## config.mk

```make
export PLATFORM = sky130hd
export DESIGN_NAME = resize_result_writer
export DESIGN_NICKNAME = d
export VERILOG_FILES = /design/src/rtl/resize_result_writer.sv
export SDC_FILE = /design/constraint.sdc
export NUM_CORES = 1
export LEC_CHECK = 0
export CAP_MARGIN = 20
export CORE_MARGIN = 10
export CORE_UTILIZATION = 55
export CTS_CLUSTER_SIZE = 8
export DETAILED_ROUTE_END_ITERATION = 8
export PLACE_DENSITY = 0.85
export SLEW_MARGIN = 10
export SYNTH_ARGS = -nofsm -noshare
export SYNTH_HDL_FRONTEND = slang
export SYNTH_SLANG_ARGS = --single-unit
```

## constraint.sdc

```tcl
create_clock -name clk -period 5.1 [get_ports clk]
set_input_delay 0.51 -clock clk [delete_from_list [all_inputs] [get_ports clk]]
set_output_delay 0.51 -clock clk [all_outputs]
set_load 0.01 [all_outputs]
```

## src/rtl/resize_result_writer.sv

```systemverilog
// Result-memory writer behind the bilinear interpolator: FIFO-buffered raster writes with stall, DONE and OVERFLOW.
// Optional RESIZE_CHECKSUM_EN adds a 16-bit running sum of written pixels on CHECKSUM.
module resize_result_writer #(
  parameter int DATA_W     = 8,
  parameter int ADDR_W     = 12,
  parameter int FIFO_DEPTH = 4
) (
  input  logic              clk,
  input  logic              RST,
  input  logic              START,
  input  logic [5:0]        OUT_W_M1,
  input  logic [5:0]        OUT_H_M1,
  input  logic              O_VALID,
  input  logic [DATA_W-1:0] O_DATA,
  input  logic              MEM_BUSY,
  output logic              WEN,
  output logic [ADDR_W-1:0] W_ADDR,
  output logic [DATA_W-1:0] W_DATA,
  output logic              BUSY,
  output logic              DONE,
  output logic              OVERFLOW
`ifdef RESIZE_CHECKSUM_EN
  ,
  output logic [15:0]       CHECKSUM
`endif
);

  localparam int PTR_W = (FIFO_DEPTH > 1) ? $clog2(FIFO_DEPTH) : 1;
  localparam logic [PTR_W:0] FULL_CNT = (PTR_W+1)'(FIFO_DEPTH);

  typedef enum logic [1:0] {
    S_IDLE    = 2'd0,
    S_COLLECT = 2'd1,
    S_DONE    = 2'd2
  } state_t;

  state_t              state_r, state_next_s;
  logic [DATA_W-1:0]   fifo_mem_r [FIFO_DEPTH];
  logic [PTR_W-1:0]    wr_ptr_r, rd_ptr_r;
  logic [PTR_W:0]      count_r;
  logic [5:0]          w_m1_r, h_m1_r, row_r, col_r;
  logic [ADDR_W-1:0]   addr_r;
  logic                wen_r, busy_r, done_r, overflow_r;
  logic [ADDR_W-1:0]   w_addr_r;
  logic [DATA_W-1:0]   w_data_r;

  logic                collect_s, empty_s, full_s;
  logic                push_s, pop_s, push_ok_s, drop_s, last_s;
  logic [DATA_W-1:0]   head_s;

  // Handshake decode and next-state logic; START overrides any push/pop in its cycle.
  always_comb begin
    collect_s    = (state_r == S_COLLECT);
    empty_s      = (count_r == '0);
    full_s       = (count_r == FULL_CNT);
    head_s       = fifo_mem_r[rd_ptr_r];
    pop_s        = collect_s && !empty_s && !MEM_BUSY && !START;
    push_s       = collect_s && O_VALID && !START;
    push_ok_s    = push_s && (!full_s || pop_s);
    drop_s       = push_s && full_s && !pop_s;
    last_s       = (row_r == h_m1_r) && (col_r == w_m1_r);
    state_next_s = state_r;
    if (START) begin
      state_next_s = S_COLLECT;
    end else if (pop_s && last_s) begin
      state_next_s = S_DONE;
    end else begin
      state_next_s = state_r;
    end
  end

  // State register with registered BUSY decode.
  always_ff @(posedge clk) begin
    if (RST) begin
      state_r <= S_IDLE;
      busy_r  <= 1'b0;
    end else begin
      state_r <= state_next_s;
      busy_r  <= (state_next_s == S_COLLECT);
    end
  end

  // Pixel FIFO storage.
  always_ff @(posedge clk) begin
    if (push_ok_s) begin
      fifo_mem_r[wr_ptr_r] <= O_DATA;
    end
  end

  // FIFO pointers and occupancy; the final write discards whatever is left.
  always_ff @(posedge clk) begin
    if (RST || START || (pop_s && last_s)) begin
      wr_ptr_r <= '0;
      rd_ptr_r <= '0;
      count_r  <= '0;
    end else begin
      if (push_ok_s) wr_ptr_r <= wr_ptr_r + 1'b1;
      if (pop_s)     rd_ptr_r <= rd_ptr_r + 1'b1;
      case ({push_ok_s, pop_s})
        2'b10:   count_r <= count_r + 1'b1;
        2'b01:   count_r <= count_r - 1'b1;
        default: count_r <= count_r;
      endcase
    end
  end

  // Write port, raster address walk and frame status.
  always_ff @(posedge clk) begin
    if (RST) begin
      w_m1_r     <= 6'd0;
      h_m1_r     <= 6'd0;
      row_r      <= 6'd0;
      col_r      <= 6'd0;
      addr_r     <= '0;
      wen_r      <= 1'b1;
      w_addr_r   <= '0;
      w_data_r   <= '0;
      done_r     <= 1'b0;
      overflow_r <= 1'b0;
    end else if (START) begin
      w_m1_r     <= OUT_W_M1;
      h_m1_r     <= OUT_H_M1;
      row_r      <= 6'd0;
      col_r      <= 6'd0;
      addr_r     <= '0;
      wen_r      <= 1'b1;
      done_r     <= 1'b0;
      overflow_r <= 1'b0;
    end else begin
      if (drop_s) overflow_r <= 1'b1;
      if (pop_s) begin
        wen_r    <= 1'b0;
        w_addr_r <= addr_r;
        w_data_r <= head_s;
        addr_r   <= addr_r + 1'b1;
        if (last_s) begin
          done_r <= 1'b1;
        end else if (col_r == w_m1_r) begin
          col_r <= 6'd0;
          row_r <= row_r + 1'b1;
        end else begin
          col_r <= col_r + 1'b1;
        end
      end else begin
        wen_r <= 1'b1;
      end
    end
  end

`ifdef RESIZE_CHECKSUM_EN
  logic [15:0] checksum_r;

  // Running modulo-2^16 sum of every pixel sent to memory.
  always_ff @(posedge clk) begin
    if (RST || START) begin
      checksum_r <= 16'd0;
    end else if (pop_s) begin
      checksum_r <= checksum_r + 16'(head_s);
    end else begin
      checksum_r <= checksum_r;
    end
  end

  assign CHECKSUM = checksum_r;
`endif

  assign WEN      = wen_r;
  assign W_ADDR   = w_addr_r;
  assign W_DATA   = w_data_r;
  assign BUSY     = busy_r;
  assign DONE     = done_r;
  assign OVERFLOW = overflow_r;

endmodule

```

==> results.json, run 1 <==
{
  "internal-power_uw": 1080,
  "combPwrFrac_pct": 5.8,
  "ant_nets": 0,
  "viasPerCell": 5.57,
  "grtUsageTotal_pct": 14.8,
  "num_io_pins": 49,
  "drive_gt1_share_pct": 6.70,
  "cts_hold_buf": 0,
  "die_w_um": 108,
  "maxCapViolCount": 0,
  "drv_slew": 0,
  "root_buffer": "clkbuf_8",
  "multi_input_comb_area_sq_mm": 0.00177,
  "routed_wirelength_um": 8460,
  "wl_per_cell_um": 15.5,
  "p_sw_share_pct": 25.8,
  "grt_pass1_wl_um": 14200,
  "fin_nets": 476,
  "cts_tree": "done",
  "worstPathCellList": "clkdlybuf4s50_1 -> buf_4 -> or3b_1 -> nor3_2 -> buf_4 -> nand2_1 -> fa_1 -> o21ai_0 -> a31oi_1 -> a311oi_1",
  "synthToLayoutAreaGrowth_pct": 17.8,
  "worst_slew_pin_slew_ps": 895,
  "clk_latency_ps": 380,
  "finalHoldViolCount": 0,
  "required_ps": 5390,
  "cp_slowest_cell": "or3b_1",
  "crit_top_cell": "buf_4",
  "synth_flop_cell": "dfxtp_1",
  "post_cts_resized": 0,
  "antenna_cells": 0,
  "antenna_found_initial": 0,
  "synth_area_leaders": "dfxtp_1 (33%), edfxtp_1 (23%), nand2_1 (5.0%)",
  "powerDensity_mw_per_mm2": 291,
  "synth_seq_cells": 101,
  "p_leak_uw": 0.00170,
  "synth.net_count": 437,
  "max_freq_ghz": 0.336,
  "synth_top_area_cell": "dfxtp_1",
  "setup_viol": 0,
  "core_sq_mm": 0.00737,
  "p_sw_uw": 375,
  "cts_buffer_depth": 2,
  "critPathKind": "in -> reg",
  "path_clk_slew_ps": 110,
  "ys_async_sr_fraction_pct": 0,
  "fin_crit_sh_pct": 58.4,
  "rsz0062_at_grt": "false",
  "cts.sinks": 101,
  "first_global_vias": 2965,
  "dpl.hpwl_um": 5980,
  "path_max_fanout": 31,
  "via_count": 3046,
  "end_kind": "flip-flop",
  "die_y_um": 108,
  "dieArea_sq_mm": 0.0116,
  "grt_overflow": 0,
  "seq_area_sq_mm": 0.00234,
  "cp_top_family": "buffers and inverters",
  "clockPowerShare_pct": 36.1,
  "syn_area_sq_mm": 0.00423,
  "crit_buf_inv": 3,
  "p_seq_share_pct": 58.1,
  "cts_buffers": 9,
  "status": "completed",
  "yosysWarnings": 0,
  "min_period_ps": 2980,
  "tns_ps": 0,
  "port_buffers": 48,
  "drt_iter0_drc": 181,
  "ys_seq_area_share_pct": 55.4,
  "yosys.area.top_type_share_pct": 32.6,
  "avgSynthCellArea_sq_um": 10.5,
  "yosys.cell_types.count": 46,
  "syn_inst": 404,
  "maxSlewHeadroom_pct": 39.9,
  "start_util_pct": 57.4,
  "grt_max_degree": 48,
  "startpoint_type": "input pin",
  "post_cts_buffers": 0,
  "drc": 0,
  "synth-edff-count": 32,
  "min_path_type": "reg -> reg",
  "finClkSkew_ps": 15.7,
  "first_pass_iters": 4,
  "arrival_ps": 3270,
  "gp_congestion": 0.825,
  "fp-row-count": 31,
  "htreeDepth": 3,
  "irDropWorstVdd_uv": 227,
  "slowest_delay_ps": 510,
  "fill_cells": 564,
  "holdWs_ps": 462
}
## cells in the mapped netlist, drive strengths merged (7+ instances only)
cell / instances
ha: 7
inv: 8
nor4: 9
xnor2: 15
mux2i: 13
nor2: 38
a21oi: 33
nand2: 56
clkbuf: 20
o21ai: 8
nor3: 8
mux4: 8
dfxtp: 69
nand3: 8
xor2: 11
edfxtp: 32
## kinds of logic (layout without fill, tap and decap cells)
family / after synthesis / count (layout) / synth area share, %
multiplexers: 21 / 21 / 7.33
XOR/XNOR: 26 / 26 / 5.38
AO/OA/AOI/OAI: 67 / 67 / 9.79
adder cells (fa/ha/maj): 8 / 8 / 2.54
AND/OR/NAND/NOR: 150 / 150 / 16.6
buffers and inverters: 31 / 75 / 2.96
flip-flops: 101 / 101 / 55.4
## layout make-up
cell class,count,share of cell area (%)
multi-input cells,272,35.5
flip-flops and latches,101,47.0
clock buffers,9,2.49
well taps,99,2.49
repair buffers,51,10.1
clock inverters,7,1.83
inverters,8,0.603
## final timing paths
path | slack, ps | to | start | cells after the start
setup / recovery | 2120 | count_r[2] | START | 10
hold / removal | 460 | W_ADDR[3] | W_ADDR[3] | 2
hold reg to reg | 460 | W_ADDR[3] | W_ADDR[3] | 2
setup reg to reg | 2530 | count_r[2] | state_r[0] | 8
## registers in the layout (all words and copies together), names as in the netlist, 2 cells and up
| name | flops |
|---|---|
| col_r | 6 |
| count_r | 3 |
| h_m1_r | 6 |
| W_ADDR | 12 |
| w_m1_r | 6 |
| rd_ptr_r | 2 |
| fifo_mem_r | 32 |
| row_r | 6 |
| W_DATA | 8 |
| state_r | 2 |
| addr_r | 12 |
| wr_ptr_r | 2 |
## metal layers
| metal | vias to the layer above | global-route usage, % | wire [um] |
|---|---|---|---|
| li1 | 1515 | - | - |
| met5 | - | 0 | 0 |
| met2 | 60 | 26.0 | 4420 |
| met1 | 1461 | 17.2 | 3570 |
| met4 | 0 | 3.82 | 104 |
| met3 | 10 | 4.37 | 360 |
## cells in the final DEF (no fill, tap or decap), drive strengths merged, types with 4 or more instances in the layout
| cell type | n |
|---|---|
| ha | 7 |
| o31ai | 4 |
| mux4 | 8 |
| mux2i | 13 |
| nor4 | 9 |
| a21oi | 33 |
| xor2 | 11 |
| nand2 | 56 |
| inv | 12 |
| nor3 | 8 |
| nand4 | 5 |
| nand3 | 8 |
| clkbuf | 9 |
| o21ai | 8 |
| and3 | 4 |
| nor2 | 38 |
| dfxtp | 69 |
| and2 | 5 |
| edfxtp | 32 |
| clkdlybuf4s50 | 48 |
| xnor2 | 15 |
## worst reg2reg max path: cells and delay by family, from the launching register on
family / cells / cell delay [ps]
DFF: 1 / 390
AOI/OAI and AO/OA: 3 / 540
and+or+nand+nor: 3 / 790
adders and majority gates: 1 / 420
buffers and inverters: 1 / 340
## metrics by stage
stage	utilization [%]	instances	power [uW]	worst slack (ps)	instance area [sq um]
2_1_floorplan	-	404	910	2420	4230
3_3_place_gp	64.7	531	943	1830	4770
3_5_place_dp	64.7	531	946	1730	4770
4_1_cts	67.6	547	1460	2110	4980
5_1_grt	67.6	547	1500	2000	4980
6_report	67.6	547	1450	2120	4980
## power by group through the flow
stage	Sequential (uW)	Clock, uW	Combinational [uW]
after floorplan	860	0	50.2
after global placement	861	0	81.6
after detailed placement	861	0	84.3
after CTS	843	529	84.9
after global routing	844	567	92.9
final	843	524	84.8
Power figures use the tool's default switching activity.
==> inputs of run 2 (changes only) <==
==> constraint.sdc (replaced) <==
create_clock -name clk -period 3.05 [get_ports clk]
set_input_delay 0.305 -clock clk [delete_from_list [all_inputs] [get_ports clk]]
set_output_delay 0.305 -clock clk [all_outputs]
set_load 0.01 [all_outputs]
==> run 2 against run 1 <==
Flip-flop and latch count did not move; hold slack worse by 1.2 ps; critical path depth decreased by 5.
==> results.json, run 2 (synthesis gave the netlist of run 1 again) <==
{
  "status": "completed",
  "dpl.hpwl_um": 6230,
  "grt_overflow": 0,
  "maxCapViolCount": 0,
  "arrival_ps": 2800,
  "powerDensity_mw_per_mm2": 480,
  "min_path_type": "reg -> reg",
  "rsz0062_at_grt": "false",
  "cts_tree": "done",
  "finClkSkew_ps": 8.83,
  "max_freq_ghz": 0.402,
  "maxSlewHeadroom_pct": 52.4,
  "wl_per_cell_um": 15.8,
  "holdWs_ps": 461,
  "die_y_um": 108,
  "first_global_vias": 3046,
  "core_sq_mm": 0.00737,
  "fill_cells": 548,
  "required_ps": 3360,
  "fp-row-count": 31,
  "p_leak_uw": 0.00172,
  "p_seq_share_pct": 58.8,
  "finalHoldViolCount": 0,
  "combPwrFrac_pct": 6.1,
  "hold_end": "W_ADDR[7]",
  "regMostFlops": "fifo_mem_r",
  "clk_latency_ps": 370,
  "cts_buffers": 9,
  "cts_hold_buf": 0,
  "layout_commonest_cell": "dfxtp_1",
  "end_kind": "flip-flop",
  "setup_viol": 0,
  "ff2ff_setup_slack_ps": 560,
  "root_buffer": "clkbuf_8",
  "drt_iter0_drc": 107,
  "rr_worst_depth": 5,
  "path_clk_slew_ps": 110,
  "tns_ps": 0,
  "cts_buffer_depth": 2,
  "clockPowerShare_pct": 35.1,
  "antenna_cells": 0,
  "regToRegStartpoint": "row_r[2]",
  "cts.sinks": 101,
  "ant_nets": 0,
  "start_util_pct": 57.4,
  "largest_register_ffs": 32,
  "min_period_ps": 2490,
  "final_cell_mix": "dfxtp_1 (69), nand2_1 (56), clkdlybuf4s50_1 (48), nor2_1 (38), a21oi_1 (33)",
  "p_sw_uw": 600,
  "p_sw_share_pct": 25.0,
  "multi_input_comb_area_sq_mm": 0.00177,
  "via_count": 3101,
  "startpoint_type": "flip-flop",
  "drive_gt1_share_pct": 7.52,
  "dieArea_sq_mm": 0.0116,
  "drc": 0,
  "drv_slew": 0,
  "grt_max_degree": 48,
  "grt_pass1_wl_um": 14400,
  "r2r_end": "col_r[2]",
  "first_pass_iters": 4,
  "post_cts_buffers": 0,
  "gp_congestion": 0.845,
  "seq_area_sq_mm": 0.00234,
  "synthToLayoutAreaGrowth_pct": 18.2,
  "port_buffers": 48,
  "antenna_found_initial": 0,
  "fin_nets": 480,
  "hold_start": "W_ADDR[7]",
  "hold_depth": 2,
  "viasPerCell": 5.63,
  "die_w_um": 108,
  "htreeDepth": 3,
  "irDropWorstVdd_uv": 317,
  "critPathKind": "reg -> reg",
  "worst_slew_pin_slew_ps": 708,
  "internal-power_uw": 1800,
  "fin_crit_sh_pct": 81.5,
  "num_io_pins": 49,
  "path_max_fanout": 8,
  "routed_wirelength_um": 8680,
  "post_cts_resized": 0,
  "grtUsageTotal_pct": 15.3
}
==> run 2: critical path, cell delays in order, from the launching register on <==
cell and delay (ps):
dfxtp_1 370, xor2_1 170, nor4_1 640, nand4_1 450
a21oi_1 570, a221o_1 230
==> run 2: per-stage QoR <==
step | cells | cell area [sq um] | total power, uW | setup slack, ps | utilization [%]
after CTS | 551 | 5000 | 2420 | 630 | 67.9
after global placement | 535 | 4800 | 1580 | 488 | 65.1
after global routing | 551 | 5000 | 2490 | 331 | 67.9
after floorplan | 404 | 4230 | 1520 | 578 | -
after detailed placement | 535 | 4800 | 1590 | 382 | 65.1
final | 551 | 5000 | 2400 | 563 | 67.9
==> run 2: power by group through the flow <==
stage                     Clock, uW  Combinational [uW]  Sequential, uW
after global routing            918                 162            1410
final                           843                 147            1410
after detailed placement          0                 145            1440
after CTS                       863                 146            1410
after global placement            0                 140            1440
after floorplan                   0                83.9            1440
==> run 2: worst max-delay path by stage <==
stage / start / to / slack [ps]
final: row_r[2] / col_r[2] / 560
after global routing: row_r[2] / wr_ptr_r[0] / 330
after CTS: row_r[2] / col_r[2] / 630
after detailed placement: START / count_r[2] / 380
after global placement: START / row_r[4] / 490
after floorplan: state_r[0] / count_r[2] / 580
==> run 2: per-layer routing <==
| metal | share of wire (%) | GRT usage [%] | vias to the layer above |
|---|---|---|---|
| met2 | 53 | 26.7 | 70 |
| met3 | 4.7 | 4.25 | 19 |
| met1 | 40 | 17.3 | 1491 |
| li1 | - | - | 1521 |
| met4 | 2.0 | 5.82 | 0 |
| met5 | 0 | 0 | - |
==> run 2: area by class of cell <==
class	instances	share of cell area (%)
flip-flops and latches	101	46.8
multi-input cells	272	35.4
well taps	99	2.48
clock inverters	7	1.58
clock buffers	9	2.48
inverters	8	0.600
repair buffers	55	10.7
